## config.mk

```make
export PLATFORM = sky130hd
export DESIGN_NAME = fxmul_seq
export DESIGN_NICKNAME = d
export VERILOG_FILES = /design/src/rtl/fxmul_seq.sv
export SDC_FILE = /design/constraint.sdc
export NUM_CORES = 1
export LEC_CHECK = 0
export CAP_MARGIN = 20
export CORE_MARGIN = 2
export CORE_UTILIZATION = 65
export DETAILED_ROUTE_END_ITERATION = 7
export PLACE_DENSITY_LB_ADDON = 0.3
export SETUP_SLACK_MARGIN = 0.05
export SLEW_MARGIN = 25
export SYNTH_ARGS = -nofsm -noshare
export SYNTH_HDL_FRONTEND = slang
export SYNTH_SLANG_ARGS = --single-unit
export TNS_END_PERCENT = 100
```

## constraint.sdc

```tcl
create_clock -name clk -period 15 [get_ports clk]
set_input_delay 4.5 -clock clk [delete_from_list [all_inputs] [get_ports clk]]
set_output_delay 4.5 -clock clk [all_outputs]
set_load 0.01 [all_outputs]
```

## src/rtl/fxmul_seq.sv

```systemverilog
// ---------------------------------------------------------------------------
// fxmul_seq
//
// Sequential signed fixed-point multiplier (shift-add, one bit per cycle).
// Operands and product are two's-complement Q(WIDTH-FRAC).FRAC values.
// The operation works on magnitudes. The full-precision magnitude product is
// rounded half-away-from-zero back to FRAC fractional bits. The saved sign is
// then applied, and an out-of-range result is clamped (SAT=1) or wrapped
// (SAT=0).
//
// Parameters:
//   WIDTH    operand / product width in bits (4..64)
//   FRAC     fractional bits in operands and product (0..WIDTH-1)
//   SAT      1 = clamp on overflow, 0 = keep low WIDTH bits
//
// Ports:
//   clk       rising-edge clock
//   rst       synchronous active-high reset
//   en        clock enable; when low, all state (including done) holds
//   start     request, sampled only in IDLE with en=1
//   a, b      signed operands, captured on the accepting edge
//   busy      high while in RUN or FINISH
//   done      one-cycle registered pulse; product/overflow valid
//   product   signed result, held until the next done
//   overflow  rounded result was out of range, held until the next done
// ---------------------------------------------------------------------------
module fxmul_seq #(
    parameter int WIDTH = 32,
    parameter int FRAC  = 16,
    parameter int SAT   = 1
) (
    input  logic             clk,
    input  logic             rst,
    input  logic             en,
    input  logic             start,
    input  logic [WIDTH-1:0] a,
    input  logic [WIDTH-1:0] b,
    output logic             busy,
    output logic             done,
    output logic [WIDTH-1:0] product,
    output logic             overflow
);

    localparam int AW = 2 * WIDTH;
    localparam int SW = $clog2(WIDTH);

    localparam logic [1:0] ST_IDLE   = 2'd0;
    localparam logic [1:0] ST_RUN    = 2'd1;
    localparam logic [1:0] ST_FINISH = 2'd2;

    localparam logic [SW-1:0]    LAST_STEP = SW'(WIDTH - 1);
    localparam logic [WIDTH-1:0] MAX_POS   = {1'b0, {(WIDTH-1){1'b1}}};
    localparam logic [WIDTH-1:0] MIN_NEG   = {1'b1, {(WIDTH-1){1'b0}}};

    // Half an output LSB, expressed in accumulator units.
    // When FRAC is 0, there is nothing to round, so the bias is zero.
    localparam logic [AW-1:0] ROUND_BIAS =
        (FRAC > 0) ? (AW'(1) << ((FRAC > 0) ? (FRAC - 1) : 0)) : '0;

    logic [1:0]       state_q, state_d;
    logic [SW-1:0]    step_q, step_d;
    logic [AW-1:0]    acc_q, acc_d;
    logic [WIDTH-1:0] mag_a_q, mag_a_d;
    logic [WIDTH-1:0] mag_b_q, mag_b_d;
    logic             sign_q, sign_d;
    logic             done_q, done_d;
    logic [WIDTH-1:0] product_q, product_d;
    logic             overflow_q, overflow_d;

    logic [AW-1:0]    addend;
    logic [AW-1:0]    rounded;
    logic [AW-1:0]    mag_m;
    logic             ovf_c;
    logic [WIDTH-1:0] wrapped_c;
    logic [WIDTH-1:0] result_c;

    // Result formatting for FINISH.
    // Round the magnitude, check it against the signed range, apply the sign,
    // then clamp or wrap.
    // A negative result may reach 2^(WIDTH-1) because the most-negative value
    // is representable.
    always_comb begin
        addend  = {{WIDTH{1'b0}}, mag_a_q} << step_q;
        rounded = acc_q + ROUND_BIAS;
        mag_m   = rounded >> FRAC;
        if (sign_q) begin
            ovf_c = (|mag_m[AW-1:WIDTH]) ||
                    (mag_m[WIDTH-1] && (|mag_m[WIDTH-2:0]));
        end else begin
            ovf_c = |mag_m[AW-1:WIDTH-1];
        end
        wrapped_c = sign_q ? -mag_m[WIDTH-1:0] : mag_m[WIDTH-1:0];
        if (ovf_c && (SAT != 0)) begin
            result_c = sign_q ? MIN_NEG : MAX_POS;
        end else begin
            result_c = wrapped_c;
        end
    end

    // Next-state logic.
    // With en low, every register keeps its value, and done stays high if it
    // was high.
    // Any enabled edge clears done, except the FINISH edge, which sets it.
    always_comb begin
        state_d    = state_q;
        step_d     = step_q;
        acc_d      = acc_q;
        mag_a_d    = mag_a_q;
        mag_b_d    = mag_b_q;
        sign_d     = sign_q;
        done_d     = done_q;
        product_d  = product_q;
        overflow_d = overflow_q;
        if (en) begin
            done_d = 1'b0;
            case (state_q)
                ST_IDLE: begin
                    if (start) begin
                        sign_d  = a[WIDTH-1] ^ b[WIDTH-1];
                        mag_a_d = a[WIDTH-1] ? -a : a;
                        mag_b_d = b[WIDTH-1] ? -b : b;
                        acc_d   = '0;
                        step_d  = '0;
                        state_d = ST_RUN;
                    end
                end
                ST_RUN: begin
                    if (mag_b_q[step_q]) begin
                        acc_d = acc_q + addend;
                    end
                    if (step_q == LAST_STEP) begin
                        step_d  = '0;
                        state_d = ST_FINISH;
                    end else begin
                        step_d = step_q + SW'(1);
                    end
                end
                ST_FINISH: begin
                    product_d  = result_c;
                    overflow_d = ovf_c;
                    done_d     = 1'b1;
                    state_d    = ST_IDLE;
                end
                default: begin
                    state_d = ST_IDLE;
                end
            endcase
        end
    end

    always_ff @(posedge clk) begin
        if (rst) begin
            state_q    <= ST_IDLE;
            step_q     <= '0;
            acc_q      <= '0;
            mag_a_q    <= '0;
            mag_b_q    <= '0;
            sign_q     <= 1'b0;
            done_q     <= 1'b0;
            product_q  <= '0;
            overflow_q <= 1'b0;
        end else begin
            state_q    <= state_d;
            step_q     <= step_d;
            acc_q      <= acc_d;
            mag_a_q    <= mag_a_d;
            mag_b_q    <= mag_b_d;
            sign_q     <= sign_d;
            done_q     <= done_d;
            product_q  <= product_d;
            overflow_q <= overflow_d;
        end
    end

    assign busy     = (state_q == ST_RUN) || (state_q == ST_FINISH);
    assign done     = done_q;
    assign product  = product_q;
    assign overflow = overflow_q;

endmodule

```

==> Word level (Yosys, flattened, before mapping) <==
Index checks and enable logic that the tools add are counted.
{ "op_classes": {"add_sub_neg": 6, "multipliers": 0, "div": 0, "order_cmp": 1, "n_eq_ne": 6, "n_shift": 1, "muxes": 18, "bitwise_logic": 1, "reduce_logical": 13} }
{ "ops": {"columns": ["op", "n"], "rows": [
  ["$mux W32", 5],
  ["$mux W64", 2],
  ["$pmux W64 S2", 1],
  ["$neg A32 Y32", 3],
  ["$add A64 B16 Y64 const B", 1],
  ["$add A64 B64 Y64", 1],
  ["$shl A32 B5 Y64", 1],
  ["$reduce_or A31 Y1", 1],
  ["$reduce_or A17 Y1", 1],
  ["$reduce_or A16 Y1", 1],
  ["$mux W5", 2],
  ["$pmux W5 S2", 1],
  ["$reduce_and A3 Y1", 3],
  ["$lt A5 B6 Y1 const B", 1],
  ["$ne A2 B2 Y1 const B", 3],
  ["$add A5 B1 Y5 const B", 1],
  ["$bmux W1 S5", 1],
  ["$eq A5 B5 Y1 const B", 1],
  ["$mux W2", 2],
  ["$pmux W2 S2", 1],
  ["$reduce_and A4 Y1", 1],
  ["$mux W1", 3],
  ["$eq A2 B1 Y1 const B", 1],
  ["$eq A2 B2 Y1 const B", 1],
  ["other kinds (6)", 7]
]} }
{ "totals": {"register_bits": 170, "latchBits": 0, "ramBits": 0, "romBits": 0, "inputBits": 68, "output_inout_bits": 35, "mem_count": 0} }

==> Logic depth before layout (Yosys ltp) <==
{ "logic_depth": {"ltp_word": 6, "mapped_depth": 23, "ltp_nobuf": 19} }

==> Worst setup path before layout <==
No wires, ideal clock.
{ "synth_timing": {"kind": "input -> register", "start": "input a[4]", "end": "register mag_a_q[30]", "setup_ns": 0.086, "t_arrival_ns": 7.091, "t_required_ns": 14.914, "path_slack_ns": 7.823, "stages": 11, "n_path_buf": 1, "path_cell_list": "or4_1 -> nor3_2 -> nand2_1 -> or4_1 -> or2_2 -> clkbuf_1 -> nor3_1 -> nand2_1 -> o41ai_1 -> xor2_1 -> a211oi_1"} }
{ "synth_via": {"elab_chain_cells": 2} }
{ "synth_lines": {"columns": ["item", "line_no", "text"], "rows": [
  ["from (decl)", "36", "input logic [WIDTH-1:0] a,"],
  ["$neg A32 Y32", "120", "mag_a_d = a[WIDTH-1] ? -a : a;"],
  ["$mux W32", "120", null],
  ["to (signal assigned)", "166", "mag_a_q <= mag_a_d;"],
  ["to (decl)", "63", "logic [WIDTH-1:0] mag_a_q, mag_a_d;"]
]} }
Every way passes these cells.
A chain may end at the register's enable or synchronous reset.

==> Worst setup path in the final report <==
{ "layout_timing": {"start": "input b[0]", "end": "register mag_b_q[30]"} }
{ "layout_via": {"elab_chain_cells": 2} }
{ "layout_lines": {"columns": ["item", "line_no", "text"], "rows": [
  ["from (decl)", "37", "input logic [WIDTH-1:0] b,"],
  ["$neg A32 Y32", "121", "mag_b_d = b[WIDTH-1] ? -b : b;"],
  ["$mux W32", "121", null],
  ["to (signal assigned)", "167", "mag_b_q <= mag_b_d;"],
  ["to (decl)", "64", "logic [WIDTH-1:0] mag_b_q, mag_b_d;"]
]} }
Every way passes these cells.

==> results by group <==
Detailed routing
  – Via count: 14752
  – Antenna viol nets, final: 0
  – Residual DRC: 0
  – 1st-iter DRT viols: 1539
  – Routed wire length per instance: 17.2 µm
  – 1st-pass router iterations: 5
  – DRT Wirelength: 39400 µm
  – Vias/cell: 6.45

Layout
  – Layout cells sized above 1: 0.0772
  – Fin area: 0.0168 mm²
  – NumNets Final: 2096
  – Layout filler cell count: 1849
  – Most frequent cells in the layout: nor2_1, dfxtp_1, nand2_1, a21oi_1, clkdlybuf4s50_1
  – Antenna diodes: 0
  – Layout area overhead: 9.51%
  – Most common cell after layout, fill and taps aside: nor2_1

Clock network
  – H-tree depth: 4
  – Worst skew pair latency: 450 ps
  – CTS tree: built
  – Setup Fix Bufs, Post-CTS: 0
  – Max Root-Sink Buffers: 2
  – CTS resizes: 0
  – CTS buffer count: 17
  – CTS sink count: 170
  – CTS clk-pin slew, worst paths: 80 ps
  – CTS Hold Buffers Added: 0
  – Root buf cell: clkbuf_16

Worst setup path
  – R2r endpoint: acc_q[55]
  – Crit-path cells: clkdlybuf4s50_1 -> inv_1 -> ha_1 -> nand3_1 -> or3_1 -> or2_2 -> or3_1 -> or4_1 -> nand2b_1 -> o41ai_1 -> xor2_1 -> a211oi_1
  – Setup CP Type: in -> reg
  – Crit end category: flip-flop
  – Worst-path fanout max: 4
  – Critical path depth: 12
  – RR Startpoint: step_q[0]
  – Slowest Stage Delay on Critical Path: 490 ps
  – CP required: 15370 ps
  – CP arrival: 7730 ps
  – Buf/Inv on CP: 2
  – Slowest CP cell: or4_1
  – CP Launch Type: primary input
  – Cells on worst reg2reg path: 17
  – Reg-to-reg slack, setup: 9130 ps
  – Most common cell on crit path: or3_1
  – Family with the most delay on the worst path: simple AND/OR/NAND/NOR gates

Placed design
  – Place WS: 7160 ps
  – Post-DP HPWL: 29500 µm
  – Placer Congestion: 0.960
  – IO buf count: 102
  – DP Area: 0.0162 mm²

Global routing
  – M2 GR Usage: 0.542
  – First-pass GRT wire length: 65100 µm
  – Met1 usage: 0.414
  – Initial antenna violation count: 0
  – GR Layer Usage met3: 0.0364
  – Gr busiest metal: met2
  – Congestion Overflow GR: 0
  – Largest net degree at the start of global routing: 100
  – Total global-route track usage: 0.319
  – Vias in the first global route: 13479

Synth
  – Syn nets: 2110
  – Synth unique cells: 83
  – Proportion of synthesized area in mux cells: 0.101
  – Sequential cell area fraction in the yosys report: 0.222
  – Yosys warnings: 0
  – Synth Register Bits: 170
  – Simple-gate portion of the synthesized area: 0.226
  – Synth Area in XOR/XNOR: 0.0976
  – Commonest register cell after synthesis: dfxtp_1
  – Main combinational cell family by area after synthesis: compound AO/OA/AOI/OAI gates
  – Post-Synth Adder-Cell Area: 0.0600
  – Post-Syn Area: 0.0153 mm²
  – Post-synth EDFFs: 0
  – Synth Area in Compound Gates: 0.243
  – Avg Cell Area, Syn: 7.79 µm²
  – FFs w/ async S/R, synth: 0
  – Gate Count Post-Synth: 1969

Min path
  – Hold wc startpoint: mag_b_q[0]
  – Min-delay worst type: reg -> reg
  – Hold depth: 2
  – Hold endpoint: mag_b_q[0]

STA
  – Max Clk Rate: 136 MHz
  – Setup-failing EPs final: 0
  – Skew final: 16.0 ps
  – Setup WS post-layout: 7640 ps
  – RSZ-0062 raised after global routing: no
  – Max Slew Vio Count: 0
  – Shortest clock period the worst path allows after layout: 7360 ps
  – Total negative slack: 0 ps
  – Worst-Margin Slew: 999 ps
  – Relative max-transition margin: 0.332
  – Final worst-path cycle share: 0.491
  – Final Hold Fails: 0

Flow run
  – # Max-Cap Violations: 0

Run status
  – Status: complete, no violations

Floorplanning
  – Initial Utilization: 0.657
  – Core area: 0.0233 mm²
  – Row count: 56
  – Chip Width: 158 µm
  – I/O pin total: 103
  – Die area: 0.0248 mm²
  – Die height: 158 µm

Power
  – VDD IR max: 59.7 µV
  – Leak: 6.46 nW
  – Pwr/cell area: 64.8 mW/mm²
## cells in the mapped netlist (14+ instances only)
| cell | count | area share |
|---|---|---|
| a31oi_1 | 21 | 0.0086 |
| xor2_1 | 92 | 0.053 |
| or2_2 | 15 | 0.0061 |
| nand4_1 | 24 | 0.0098 |
| nor2b_1 | 14 | 0.0057 |
| inv_1 | 33 | 0.0081 |
| o31ai_1 | 27 | 0.013 |
| ha_1 | 72 | 0.059 |
| a22o_1 | 28 | 0.016 |
| and2_1 | 21 | 0.0086 |
| a21o_1 | 44 | 0.022 |
| a211oi_1 | 81 | 0.040 |
| dfxtp_1 | 170 | 0.22 |
| nand2b_1 | 15 | 0.0061 |
| o21ai_0 | 80 | 0.026 |
| mux2i_1 | 57 | 0.037 |
| a21oi_1 | 108 | 0.035 |
| clkbuf_1 | 105 | 0.026 |
| nand3_1 | 62 | 0.020 |
| nor3_1 | 38 | 0.012 |
| nor2_1 | 237 | 0.058 |
| mux4_2 | 31 | 0.046 |
| nand2_1 | 166 | 0.041 |
| buf_2 | 18 | 0.0059 |
| or3_1 | 15 | 0.0061 |
| and3_1 | 25 | 0.010 |
| a22oi_1 | 34 | 0.017 |
| buf_1 | 17 | 0.0042 |
| xnor2_1 | 79 | 0.045 |
| nor4_1 | 22 | 0.0090 |
| mux2_2 | 25 | 0.018 |
| o22ai_1 | 31 | 0.013 |
## stage by stage
| stage | power (mW) | hold slack (ps) | util | instances |
|---|---|---|---|---|
| floorplan | 0.599 | 429 | - | 1969 |
| global placement | 0.652 | 436 | 0.696 | 2255 |
| detailed placement | 0.657 | 457 | 0.696 | 2255 |
| CTS | 1.09 | 470 | 0.720 | 2287 |
| global route | 1.13 | 489 | 0.720 | 2287 |
| finish | 1.09 | 473 | 0.720 | 2287 |
## metal layers
metal	share of wire	up-vias
met5	0	-
met4	0.033	0
met3	0.052	104
met2	0.48	507
met1	0.44	6873
li1	-	7268
## registers in the layout, indices dropped and copies added (netlist names)
register and flops:
acc_q 64, done 1, mag_a_q 32, mag_b_q 32, overflow 1, product 32
sign_q 1, state_q 2, step_q 5
## logic make-up (layout without fill, tap and decap cells)
family                   count (synthesis)  count (layout)
AND/OR/NAND/NOR                        712             712
AO/OA/AOI/OAI                          548             548
buffers and inverters                  182             181
XOR/XNOR                               171             171
flip-flops                             170             170
multiplexers                           113             113
adder cells (fa/ha/maj)                 73              73
## power by group
part | switching [mW] | total [mW] | internal (mW)
logic | 0.0996 | 0.173 | 0.0732
registers | 0.0121 | 0.476 | 0.464
clock network | 0.217 | 0.439 | 0.222
total | 0.329 | 1.09 | 0.760
## worst register-to-register path, cell delays in order, from the launching register on
cell,delay [ps]
dfxtp_2,320
buf_4,600
mux4_2,650
mux2i_1,200
nor2_1,60
a31oi_1,240
nor2_1,130
ha_1,420
nand4_1,140
nor2_1,230
a31oi_1,200
o211ai_1,410
a21oi_1,300
o41ai_1,890
a41o_1,430
a31o_2,260
xor2_1,90
a22o_1,210
## final cells by class
type                    instances  area (µm²)  area share
clock buffers                  17         425      0.0253
flip-flops and latches        170        3410       0.203
well taps                     319         399      0.0238
clock inverters                15         145     0.00864
multi-input cells            1617       11200       0.666
repair buffers                116        1110      0.0663
inverters                      33         124     0.00737
## how the worst max path moves through the flow
stage               from           to  slack (ps)
global route        a[2]  mag_a_q[30]        7390
global placement    b[0]  mag_b_q[30]        7280
detailed placement  b[0]  mag_b_q[30]        7160
CTS                 b[0]  mag_b_q[30]        7620
finish              b[0]  mag_b_q[30]        7640
floorplan           a[4]  mag_a_q[30]        7820
(Power assumes the default switching activity.)
